==> src/rtl/gf_sched_if.sv <==
// gf_sched_if: requester, engine and response signals shared by the fence-engine scheduler
interface gf_sched_if #(
  parameter int N_REQ = 2,
  parameter int CW    = 10,
  parameter int AW    = 25
);
  logic [N_REQ-1:0] req;
  logic [N_REQ-1:0] gnt;
  logic             pt_valid;
  logic [CW-1:0]    pt_x;
  logic [CW-1:0]    pt_y;
  logic             eng_in_valid;
  logic [CW-1:0]    eng_in_x;
  logic [CW-1:0]    eng_in_y;
  logic             eng_out_valid;
  logic [CW-1:0]    eng_out_x;
  logic [CW-1:0]    eng_out_y;
  logic [AW-1:0]    eng_out_area;
  logic [N_REQ-1:0] rsp_valid;
  logic [CW-1:0]    rsp_x;
  logic [CW-1:0]    rsp_y;
  logic [AW-1:0]    rsp_area;
  logic             busy;
  modport slave (
    input  req, pt_valid, pt_x, pt_y, eng_out_valid, eng_out_x, eng_out_y, eng_out_area,
    output gnt, eng_in_valid, eng_in_x, eng_in_y, rsp_valid, rsp_x, rsp_y, rsp_area, busy
  );
  modport master (
    output req, pt_valid, pt_x, pt_y, eng_out_valid, eng_out_x, eng_out_y, eng_out_area,
    input  gnt, eng_in_valid, eng_in_x, eng_in_y, rsp_valid, rsp_x, rsp_y, rsp_area, busy
  );
endinterface

==> src/rtl/gf_sched.sv <==
// gf_sched: round-robin scheduler sharing one fence engine among N_REQ requesters; GF_SCHED_STATS_EN adds per-requester job counters
module gf_sched #(
  parameter int N_REQ = 2,
  parameter int CW    = 10,
  parameter int AW    = 25,
  parameter int GAP   = 2
) (
  input logic        clk,
  input logic        rst_n,
  gf_sched_if.slave  bus
`ifdef GF_SCHED_STATS_EN
  ,
  output logic [8*N_REQ-1:0] job_cnt
`endif
);
  localparam int LW = $clog2(N_REQ);
  localparam int GW = $clog2(GAP + 1);
  typedef enum logic [2:0] {IDLE, GRANT, LOAD, SEND, WAIT, RET, COOL} state_t;
  state_t           r_state;
  logic [LW-1:0]    r_owner;
  logic [LW-1:0]    r_last;
  logic [LW-1:0]    w_win;
  logic [LW-1:0]    w_idx;
  logic [2:0]       r_wcnt;
  logic [2:0]       r_scnt;
  logic [2:0]       r_rcnt;
  logic [GW-1:0]    r_cool;
  logic [CW-1:0]    r_buf_x [0:5];
  logic [CW-1:0]    r_buf_y [0:5];
  logic [N_REQ-1:0] r_gnt;
  logic             r_eng_in_valid;
  logic [CW-1:0]    r_eng_in_x;
  logic [CW-1:0]    r_eng_in_y;
  logic [N_REQ-1:0] r_rsp_valid;
  logic [CW-1:0]    r_rsp_x;
  logic [CW-1:0]    r_rsp_y;
  logic [AW-1:0]    r_rsp_area;
  // round-robin winner: scan from last+1 upward with wrap, the nearest requester wins
  always_comb begin
    w_win = r_last;
    w_idx = '0;
    for (int i = N_REQ; i >= 1; i--) begin
      w_idx = LW'((int'(r_last) + i) % N_REQ);
      if (bus.req[w_idx]) w_win = w_idx;
    end
  end
  // point buffer, deliberately left out of reset
  always_ff @(posedge clk) begin
    if (r_state == LOAD && bus.pt_valid) begin
      r_buf_x[r_wcnt] <= bus.pt_x;
      r_buf_y[r_wcnt] <= bus.pt_y;
    end
  end
  // job sequencer with registered grant, engine-side and response outputs
  always_ff @(posedge clk or negedge rst_n) begin
    if (!rst_n) begin
      r_state        <= IDLE;
      r_owner        <= '0;
      r_last         <= LW'(N_REQ - 1);
      r_wcnt         <= '0;
      r_scnt         <= '0;
      r_rcnt         <= '0;
      r_cool         <= '0;
      r_gnt          <= '0;
      r_eng_in_valid <= 1'b0;
      r_eng_in_x     <= '0;
      r_eng_in_y     <= '0;
      r_rsp_valid    <= '0;
      r_rsp_x        <= '0;
      r_rsp_y        <= '0;
      r_rsp_area     <= '0;
    end else begin
      r_gnt          <= '0;
      r_eng_in_valid <= 1'b0;
      r_eng_in_x     <= '0;
      r_eng_in_y     <= '0;
      r_rsp_valid    <= '0;
      r_rsp_x        <= '0;
      r_rsp_y        <= '0;
      r_rsp_area     <= '0;
      case (r_state)
        IDLE: if (|bus.req) begin
          r_owner <= w_win;
          r_last  <= w_win;
          r_gnt   <= N_REQ'(1) << w_win;
          r_state <= GRANT;
        end
        GRANT: begin
          r_wcnt  <= '0;
          r_state <= LOAD;
        end
        LOAD: if (bus.pt_valid) begin
          r_wcnt <= r_wcnt + 3'd1;
          if (r_wcnt == 3'd5) begin
            r_eng_in_valid <= 1'b1;
            r_eng_in_x     <= r_buf_x[0];
            r_eng_in_y     <= r_buf_y[0];
            r_scnt         <= 3'd1;
            r_state        <= SEND;
          end
        end
        SEND: if (r_scnt == 3'd6) r_state <= WAIT;
        else begin
          r_eng_in_valid <= 1'b1;
          r_eng_in_x     <= r_buf_x[r_scnt];
          r_eng_in_y     <= r_buf_y[r_scnt];
          r_scnt         <= r_scnt + 3'd1;
        end
        WAIT: if (bus.eng_out_valid) begin
          r_rsp_valid <= N_REQ'(1) << r_owner;
          r_rsp_x     <= bus.eng_out_x;
          r_rsp_y     <= bus.eng_out_y;
          r_rsp_area  <= bus.eng_out_area;
          r_rcnt      <= 3'd1;
          r_state     <= RET;
        end
        RET: if (!bus.eng_out_valid) begin
          r_cool  <= '0;
          r_state <= COOL;
        end else if (r_rcnt != 3'd6) begin
          r_rsp_valid <= N_REQ'(1) << r_owner;
          r_rsp_x     <= bus.eng_out_x;
          r_rsp_y     <= bus.eng_out_y;
          r_rsp_area  <= bus.eng_out_area;
          r_rcnt      <= r_rcnt + 3'd1;
        end
        COOL: if (r_cool == GW'(GAP - 1)) r_state <= IDLE;
        else r_cool <= r_cool + GW'(1);
        default: r_state <= IDLE;
      endcase
    end
  end
`ifdef GF_SCHED_STATS_EN
  logic [8*N_REQ-1:0] r_job_cnt;
  // count a job when its sixth result beat is forwarded; 8-bit wrap is intended
  always_ff @(posedge clk or negedge rst_n) begin
    if (!rst_n) r_job_cnt <= '0;
    else if (r_state == RET && bus.eng_out_valid && r_rcnt == 3'd5)
      r_job_cnt[8*r_owner +: 8] <= r_job_cnt[8*r_owner +: 8] + 8'd1;
  end
  assign job_cnt = r_job_cnt;
`endif
  assign bus.gnt          = r_gnt;
  assign bus.eng_in_valid = r_eng_in_valid;
  assign bus.eng_in_x     = r_eng_in_x;
  assign bus.eng_in_y     = r_eng_in_y;
  assign bus.rsp_valid    = r_rsp_valid;
  assign bus.rsp_x        = r_rsp_x;
  assign bus.rsp_y        = r_rsp_y;
  assign bus.rsp_area     = r_rsp_area;
  assign bus.busy         = r_state != IDLE;
endmodule

==> src/flat_wrapper.sv <==
// flat-port wrapper written by rule: the top's interface ports become plain ports
module gf_sched_flat 
#(
  parameter int N_REQ = 2,
  parameter int CW    = 10,
  parameter int AW    = 25,
  parameter int GAP   = 2
)
  (clk, rst_n, bus_req, bus_pt_valid, bus_pt_x, bus_pt_y, bus_eng_out_valid, bus_eng_out_x, bus_eng_out_y, bus_eng_out_area, bus_gnt, bus_eng_in_valid, bus_eng_in_x, bus_eng_in_y, bus_rsp_valid, bus_rsp_x, bus_rsp_y, bus_rsp_area, bus_busy);
  gf_sched_if #(.N_REQ(N_REQ), .CW(CW), .AW(AW)) bus_i ();
  input logic clk;
  input logic rst_n;
  input wire logic [$bits(bus_i.req)-1:0] bus_req;
  input wire logic [$bits(bus_i.pt_valid)-1:0] bus_pt_valid;
  input wire logic [$bits(bus_i.pt_x)-1:0] bus_pt_x;
  input wire logic [$bits(bus_i.pt_y)-1:0] bus_pt_y;
  input wire logic [$bits(bus_i.eng_out_valid)-1:0] bus_eng_out_valid;
  input wire logic [$bits(bus_i.eng_out_x)-1:0] bus_eng_out_x;
  input wire logic [$bits(bus_i.eng_out_y)-1:0] bus_eng_out_y;
  input wire logic [$bits(bus_i.eng_out_area)-1:0] bus_eng_out_area;
  output wire logic [$bits(bus_i.gnt)-1:0] bus_gnt;
  output wire logic [$bits(bus_i.eng_in_valid)-1:0] bus_eng_in_valid;
  output wire logic [$bits(bus_i.eng_in_x)-1:0] bus_eng_in_x;
  output wire logic [$bits(bus_i.eng_in_y)-1:0] bus_eng_in_y;
  output wire logic [$bits(bus_i.rsp_valid)-1:0] bus_rsp_valid;
  output wire logic [$bits(bus_i.rsp_x)-1:0] bus_rsp_x;
  output wire logic [$bits(bus_i.rsp_y)-1:0] bus_rsp_y;
  output wire logic [$bits(bus_i.rsp_area)-1:0] bus_rsp_area;
  output wire logic [$bits(bus_i.busy)-1:0] bus_busy;
  assign bus_i.req = bus_req;
  assign bus_i.pt_valid = bus_pt_valid;
  assign bus_i.pt_x = bus_pt_x;
  assign bus_i.pt_y = bus_pt_y;
  assign bus_i.eng_out_valid = bus_eng_out_valid;
  assign bus_i.eng_out_x = bus_eng_out_x;
  assign bus_i.eng_out_y = bus_eng_out_y;
  assign bus_i.eng_out_area = bus_eng_out_area;
  assign bus_gnt = bus_i.gnt;
  assign bus_eng_in_valid = bus_i.eng_in_valid;
  assign bus_eng_in_x = bus_i.eng_in_x;
  assign bus_eng_in_y = bus_i.eng_in_y;
  assign bus_rsp_valid = bus_i.rsp_valid;
  assign bus_rsp_x = bus_i.rsp_x;
  assign bus_rsp_y = bus_i.rsp_y;
  assign bus_rsp_area = bus_i.rsp_area;
  assign bus_busy = bus_i.busy;
  gf_sched #(.N_REQ(N_REQ), .CW(CW), .AW(AW), .GAP(GAP)) u_core (.clk(clk), .rst_n(rst_n), .bus(bus_i));
endmodule
==> config.mk <==
export PLATFORM = sky130hd
export DESIGN_NAME = gf_sched_flat
export DESIGN_NICKNAME = d
export VERILOG_FILES = /design/src/rtl/gf_sched_if.sv /design/src/rtl/gf_sched.sv /design/src/flat_wrapper.sv
export SDC_FILE = /design/constraint.sdc
export NUM_CORES = 1
export LEC_CHECK = 0
export CAP_MARGIN = 20
export CORE_ASPECT_RATIO = 0.7
export CORE_UTILIZATION = 47
export DETAILED_ROUTE_END_ITERATION = 8
export GPL_TIMING_DRIVEN = 1
export PLACE_DENSITY_LB_ADDON = 0.1
export SLEW_MARGIN = 20
export SYNTH_ARGS = -nofsm -noshare
export SYNTH_HDL_FRONTEND = slang
export SYNTH_SLANG_ARGS = --single-unit
==> constraint.sdc <==
create_clock -name clk -period 2.9 [get_ports clk]
set_input_delay 0.435 -clock clk [delete_from_list [all_inputs] [get_ports clk]]
set_output_delay 0.435 -clock clk [all_outputs]
set_load 0.05 [all_outputs]
==> results by group, run 1 <==
Run status
  – Status: finished clean

Route
  – Initial DRT Pass Iterations: 5
  – Initial drt markers: 292
  – DR DRC count: 0
  – Vias per cell: 5.227
  – WL per Instance: 18.79 um
  – Total Wirelength: 16.97 mm
  – Routed vias: 4720
  – Antenna Violating Nets Remaining: 0

Floorplan
  – Die area: 0.01724 mm2
  – Die X-Extent: 156.5 um
  – Starting Density: 0.4805
  – Core Area: 0.01635 mm2
  – Row cnt: 39
  – IO Pins: 142
  – Die height: 110.2 um

Logic synthesis
  – Netlist Area Pre-Place: 0.007855 mm2
  – Syn avg cell area: 15.49 um2
  – Compound-Gate Fraction of Synth Area: 0.07502
  – Cell count after synthesis: 507
  – Synthesized flop and latch total: 206
  – Yosys warning total: 0
  – Count of different cell masters after synthesis: 45
  – Main combinational cell family by area after synthesis: multiplexers
  – Seq/Total Area, Yosys: 0.7329
  – Post-Syn Nets: 585
  – Fraction of the mapped netlist area in adder cells: 0.01115
  – Cell types occupying the most area after synthesis: edfxtp_1 (46%), dfrtp_1 (27%), mux2i_1 (7.6%)
  – Post-synth top area cell: edfxtp_1
  – Mux cell area share after synthesis: 0.07789
  – EDFF count, synth: 120
  – Post-synth top cells: edfxtp_1 (120), dfrtp_1 (85), mux2i_1 (60)
  – Count leader, synth: edfxtp_1
  – Post-synth ARST share: 0.4175
  – Post-synth top flop: edfxtp_1
  – XOR/XNOR Fraction of Synth Area: 0.002230
  – Post-synth top area share: 0.4587
  – Post-synthesis simple-gate area fraction: 0.07773

Power and ir drop
  – Maximum VDD drop: 0.0005262 V
  – Switching share of total power: 0.3100
  – Seq pwr share: 0.432
  – Tot Pwr: 8.696 mW
  – Power density over the cells: 847.7 mW/mm2
  – Clock power share: 0.290
  – Combinational share of power: 0.278
  – P_int: 6.001 mW
  – Leak: 3.967 nW
  – Psw: 2.695 mW

Critical path
  – Endpoint class of the critical path: output pin
  – Crit Path Class: flip-flop to output pin
  – Critical Path AT: 2.18 ns
  – CP Launch Type: flip-flop
  – CP cell instances: nor3_1 -> inv_1 -> clkdlybuf4s50_1
  – WP data required: 2.47 ns
  – Worst Path Max Fanout: 13
  – Critical-path top delay cell: clkdlybuf4s50_1
  – Crit-path max cell delay: 0.72 ns

Timing
  – Minimum clock period: 2.611 ns
  – Final Hold Fails: 0
  – Worst slew margin: 0.5480
  – Setup TNS: 0 ns
  – Finish-stage setup viols: 0
  – RSZ-0062 raised after global routing: no
  – Final Max Slew Viols: 0
  – Slew @ Worst Pin: 0.6781 ns
  – Period utilisation layout: 0.9003
  – Fmax: 383.0 MHz
  – Clock Skews: 0.01051 ns

Global route
  – Vias in the first global route: 4841
  – First-pass GRT wire length: 26.19 mm
  – Grt ovf: 0
  – Initial antenna violation count: 0
  – Gr usage total: 0.2008
  – Largest net degree at the start of global routing: 52

Run
  – Max Cap Viol: 0

Clock network
  – Clock transition at path regs: 0.06 ns
  – Root buf cell: clkbuf_16
  – Clock tree buffer depth: 3
  – CTS Buf Count: 20
  – Clk_lat worst skew: 0.49 ns
  – # clock sinks: 206
  – CTS tree: built
  – H-tree depth: 1

Layout
  – Share of layout cells above drive strength 1: 0.09440
  – Finished Cell Area: 0.01026 mm2
  – Nets@finish: 742
  – N_diodes: 0
  – Layout Area Growth over Synthesis: 30.60%
  – Post-layout util: 0.6276

Min path
  – Hold Crit Class: flip-flop to flip-flop

Placement
  – Post-DP Area: 0.009610 mm2
  – # port buffers: 141
  – DP HPWL: 11.07 mm
  – Final Wtd Congestion: 0.7624
## cells by family (layout without fill, tap and decap cells)
kind of cell               Yosys count  count (layout)
muxes                               61              61
adders and majority gates            7               7
DFF                                206             206
AOI/OAI and AO/OA                   78              78
and+or+nand+nor                    114             114
buffers and inverters               39             210
xor gates and xnor gates             2               2
## power groups by stage
stage	Clock [mW]	Combinational [mW]	Sequential, mW
floorplan	0	1.39	4.04
global placement	0	2.37	3.80
detailed placement	0	2.43	3.81
CTS	2.59	2.45	3.75
global route	2.70	2.63	3.79
finish	2.52	2.42	3.75
## critical path: cells and delay by family, from the launching register on
kind,cells,cell delay [ns]
and+or+nand+nor,1,0.39
DFF,1,0.51
buffers and inverters,2,0.79
## what timing repair did
action                    CTS  global route
setup buffers               0             0
resized for setup           0             0
hold endpoints to repair   46             0
hold buffers                1             0
## metrics by stage
stage          hold slack, ns  setup slack, ns  cells
2_1_floorplan          0.1394           0.1876    507
3_3_place_gp           0.4556           0.5245    866
3_5_place_dp           0.4616           0.4982    866
4_1_cts                0.4666           0.2566    903
5_1_grt                0.5055           0.1766    903
6_report               0.4703           0.2890    903
## registers in the layout, indices dropped and copies added, names as in the netlist, 10 cells and up
register / cells
u_core.bus.eng_in_x: 10
u_core.bus.rsp_area: 25
u_core.r_buf_x: 60
u_core.bus.rsp_y: 10
u_core.r_buf_y: 60
u_core.bus.rsp_x: 10
u_core.bus.eng_in_y: 10
## metal layers
layer | vias up | wire [um] | global-route usage
li1 | 2190 | - | -
met4 | 0 | 209 | 0.04622
met5 | - | 0 | 0
met2 | 162 | 8037 | 0.3374
met3 | 20 | 1298 | 0.04183
met1 | 2348 | 7421 | 0.2711
## final cells by class
cell class              count  area [um2]
repair buffers            165        1604
clock buffers              25       540.5
multi-input cells         262        1943
clock inverters            11       97.59
fillers                  1238        6088
inverters                   9       33.78
well taps                 225       281.5
flip-flops and latches    206        5758
## final timing paths
check / slack [ns] / to / cells past startpoint / from
setup / recovery: 0.29 / bus_busy / 3 / u_core.r_state[1]
hold / removal: 0.47 / u_core.bus.rsp_valid[0] / 1 / u_core.r_owner
setup reg to reg: 0.86 / u_core.r_buf_x[0][6] / 5 / u_core.r_state[0]
hold reg to reg: 0.47 / u_core.bus.rsp_valid[0] / 1 / u_core.r_owner
max in group asynchronous: 1.68 / u_core.r_scnt[1] / 3 / rst_n
min in group asynchronous: 0.53 / u_core.bus.rsp_area[16] / 2 / rst_n
## cells in the final DEF (no fill, tap or decap), types with 9 or more instances in the layout
cell	Yosys	layout
clkdlybuf4s50_1	0	140
edfxtp_1	120	120
dfrtp_1	85	84
mux2i_1	60	60
and2_1	46	46
nand2_1	36	36
buf_4	3	23
a32o_1	21	21
clkbuf_16	0	21
a22oi_1	20	20
a21oi_1	13	13
nor2_1	13	9
o21ai_0	9	9
(Power assumes the default switching activity.)
==> run 2, diff against run 1 <==
--- a/config.mk
+++ b/config.mk
@@ -6,11 +6,12 @@
 export NUM_CORES = 1
 export LEC_CHECK = 0
 export CAP_MARGIN = 20
-export CORE_ASPECT_RATIO = 0.7
+export CORE_ASPECT_RATIO = 0.8
 export CORE_UTILIZATION = 47
+export CTS_CLUSTER_SIZE = 20
 export DETAILED_ROUTE_END_ITERATION = 8
 export GPL_TIMING_DRIVEN = 1
-export PLACE_DENSITY_LB_ADDON = 0.1
+export PLACE_DENSITY = 0.85
 export SLEW_MARGIN = 20
 export SYNTH_ARGS = -nofsm -noshare
 export SYNTH_HDL_FRONTEND = slang
==> run 2 against run 1 <==
Effect of this change:
- the flow now finishes with violations (negative hold slack)
- combinational power is 2% lower
- clock skew rose by 0.0065 ns
- die area about the same
- power up 3.8%
- critical endpoint unchanged
- largest cell class unchanged
- largest power group unchanged
==> results by group, run 2 (synthesis gave the netlist of run 1 again) <==
Critical path
  – Crit Path Class: flip-flop to output pin
  – CP cell instances: nor3_1 -> inv_1 -> clkdlybuf4s50_1
  – CP Launch Type: flip-flop
  – Endpoint class of the critical path: output pin
  – Worst Path Max Fanout: 13 (unchanged)
  – Crit-path max cell delay: 0.71 ns (about the same)
  – Critical-path top delay cell: clkdlybuf4s50_1
  – WP data required: 2.47 ns (about the same)
  – Critical Path AT: 2.19 ns (about the same)

Global route
  – First-pass GRT wire length: 27.26 mm (+4.1%)
  – Grt ovf: 0 (unchanged)
  – Gr usage total: 0.2030 (+0.002236)
  – Vias in the first global route: 4953 (+2.3%)
  – Initial antenna violation count: 0 (unchanged)
  – Largest net degree at the start of global routing: 61 (+17%)

Timing
  – Final Hold Fails: 1 (+1)
  – Setup TNS: 0 ns (unchanged)
  – Minimum clock period: 2.623 ns (+0.01237 ns)
  – Worst slew margin: 0.3001 (-0.2479)
  – WHS: -0.001452 ns (-0.4717 ns)
  – Clock Skews: 0.01700 ns (+0.006481 ns)
  – Period utilisation layout: 0.9046 (+0.004264)
  – Finish-stage setup viols: 0 (unchanged)
  – Final Max Slew Viols: 0 (unchanged)
  – Slew @ Worst Pin: 1.050 ns (+0.3718 ns)
  – RSZ-0062 raised after global routing: no
  – Fmax: 381.2 MHz (-0.47%)

Route
  – DR DRC count: 0 (unchanged)
  – Initial drt markers: 419 (+43%)
  – Vias per cell: 5.392 (+3.2%)
  – Initial DRT Pass Iterations: 5 (unchanged)
  – Total Wirelength: 17.18 mm (+1.2%)
  – Routed vias: 4799 (+1.7%)
  – WL per Instance: 19.30 um (+2.7%)
  – Antenna Violating Nets Remaining: 0 (unchanged)

Floorplan
  – Die X-Extent: 146.5 um (-6.4%)
  – Die height: 117.6 um (+6.8%)
  – Die area: 0.01724 mm2 (about the same)
  – Row cnt: 41 (+5.1%)
  – IO Pins: 142 (unchanged)
  – Starting Density: 0.4892 (+0.008687)
  – Core Area: 0.01606 mm2 (-1.8%)

Placement
  – Number of cells after detailed placement: 853 (-1.5%)
  – Final Wtd Congestion: 0.8398 (+10%)
  – DP HPWL: 11.09 mm (+0.17%)
  – # port buffers: 141 (unchanged)

Min path
  – Hold Crit Class: input pin to async pin

Layout
  – Most frequent cells in the layout: clkdlybuf4s50_1 (140), edfxtp_1 (120), dfrtp_1 (84)
  – Layout Area Growth over Synthesis: 31.14%
  – Post-layout util: 0.6415 (+0.01399)
  – Fin cells: 890 (-1.4%)
  – Most common cell after layout, fill and taps aside: clkdlybuf4s50_1
  – Nets@finish: 739 (-0.40%)
  – Multi-input logic area: 0.001943 mm2 (unchanged)
  – N_diodes: 0 (unchanged)
  – Sequential cell area: 0.005758 mm2 (unchanged)
  – Share of layout cells above drive strength 1: 0.1022 (+0.007827)
  – # fillers: 1108 (-11%)

Clock network
  – # clock sinks: 206 (unchanged)
  – CTS Buf Count: 21 (+5.0%)
  – Clock transition at path regs: 0.06 ns (about the same)
  – Postcts setup bufs: 0 (unchanged)
  – CTS Hold Bufs: 0 (-1)
  – Clk_lat worst skew: 0.51 ns (+0.02 ns)
  – H-tree depth: 1 (unchanged)
  – CTS tree: built
  – Root buf cell: clkbuf_16
  – Clock tree buffer depth: 3 (unchanged)
  – Post-CTS resize count: 0 (unchanged)

Run
  – Max Cap Viol: 0 (unchanged)

Run status
  – Failing checks: negative hold slack
  – Status: finished, violations left

Power and ir drop
  – Leak: 3.985 nW (+0.44%)
  – Maximum VDD drop: 0.0007214 V (+37%)
  – Power density over the cells: 875.9 mW/mm2 (+3.3%)
run 2: path summary, 6_finish.rpt:
check                                  startpoint                      end  slack, ns  cells past startpoint
worst max-delay path            u_core.r_state[1]                 bus_busy       0.28                      3
worst min-delay path                        rst_n   u_core.bus.eng_in_x[7]     -0.001                      1
worst min register to register     u_core.r_owner  u_core.bus.rsp_valid[0]       0.45                      1
min in group clk                   u_core.r_owner  u_core.bus.rsp_valid[0]       0.45                      1
max in group asynchronous                   rst_n      u_core.bus.rsp_x[3]       2.16                      2
worst max register to register  u_core.r_state[0]     u_core.r_buf_y[0][1]       0.83                      5
run 2: layer usage:
layer	wire [um]	share of wire	vias to the layer above	track usage
met1	7388	0.43	2367	0.2678
met4	376	0.022	0	0.05273
li1	-	-	2174	-
met5	0	0	-	0
met3	1346	0.078	34	0.05116
met2	8065	0.47	224	0.3360
run 2: cell type report:
type,instances,share of cell area
inverter,9,0.003279
clock buffer,29,0.05927
sequential,206,0.5590
timing repair buffer,161,0.1513
multi-input combinational,262,0.1886
tap,215,0.02611
clock inverter,8,0.01239
run 2: per-stage QoR:
| step | setup WS [ns] | total power, mW | hold slack [ns] | area (um2) |
|---|---|---|---|---|
| after CTS | 0.2704 | 9.070 | 0.03062 | 10300 |
| after floorplan | 0.1876 | 5.422 | 0.1394 | 7855 |
| after global placement | 0.6254 | 6.103 | 0.4422 | 9563 |
| after global routing | 0.1958 | 9.418 | 0.06024 | 10300 |
| after detailed placement | 0.5511 | 6.217 | 0.4451 | 9563 |
| final | 0.2766 | 9.023 | -0.001452 | 10300 |
run 2: critical path: cells and delay by family, from the launching register on:
family                 cells  cell delay (ns)
buffers and inverters      2             0.78
flip-flops                 1             0.53
AND/OR/NAND/NOR            1             0.37
run 2: report_power, final:
part | total, mW | switching (mW) | internal [mW] | leakage [nW]
Combinational | 2.38 | 1.41 | 0.968 | 1.38
Sequential | 3.81 | 0.282 | 3.53 | 2.25
Clock | 2.83 | 1.09 | 1.75 | 0.356
Total | 9.02 | 2.78 | 6.24 | 3.98
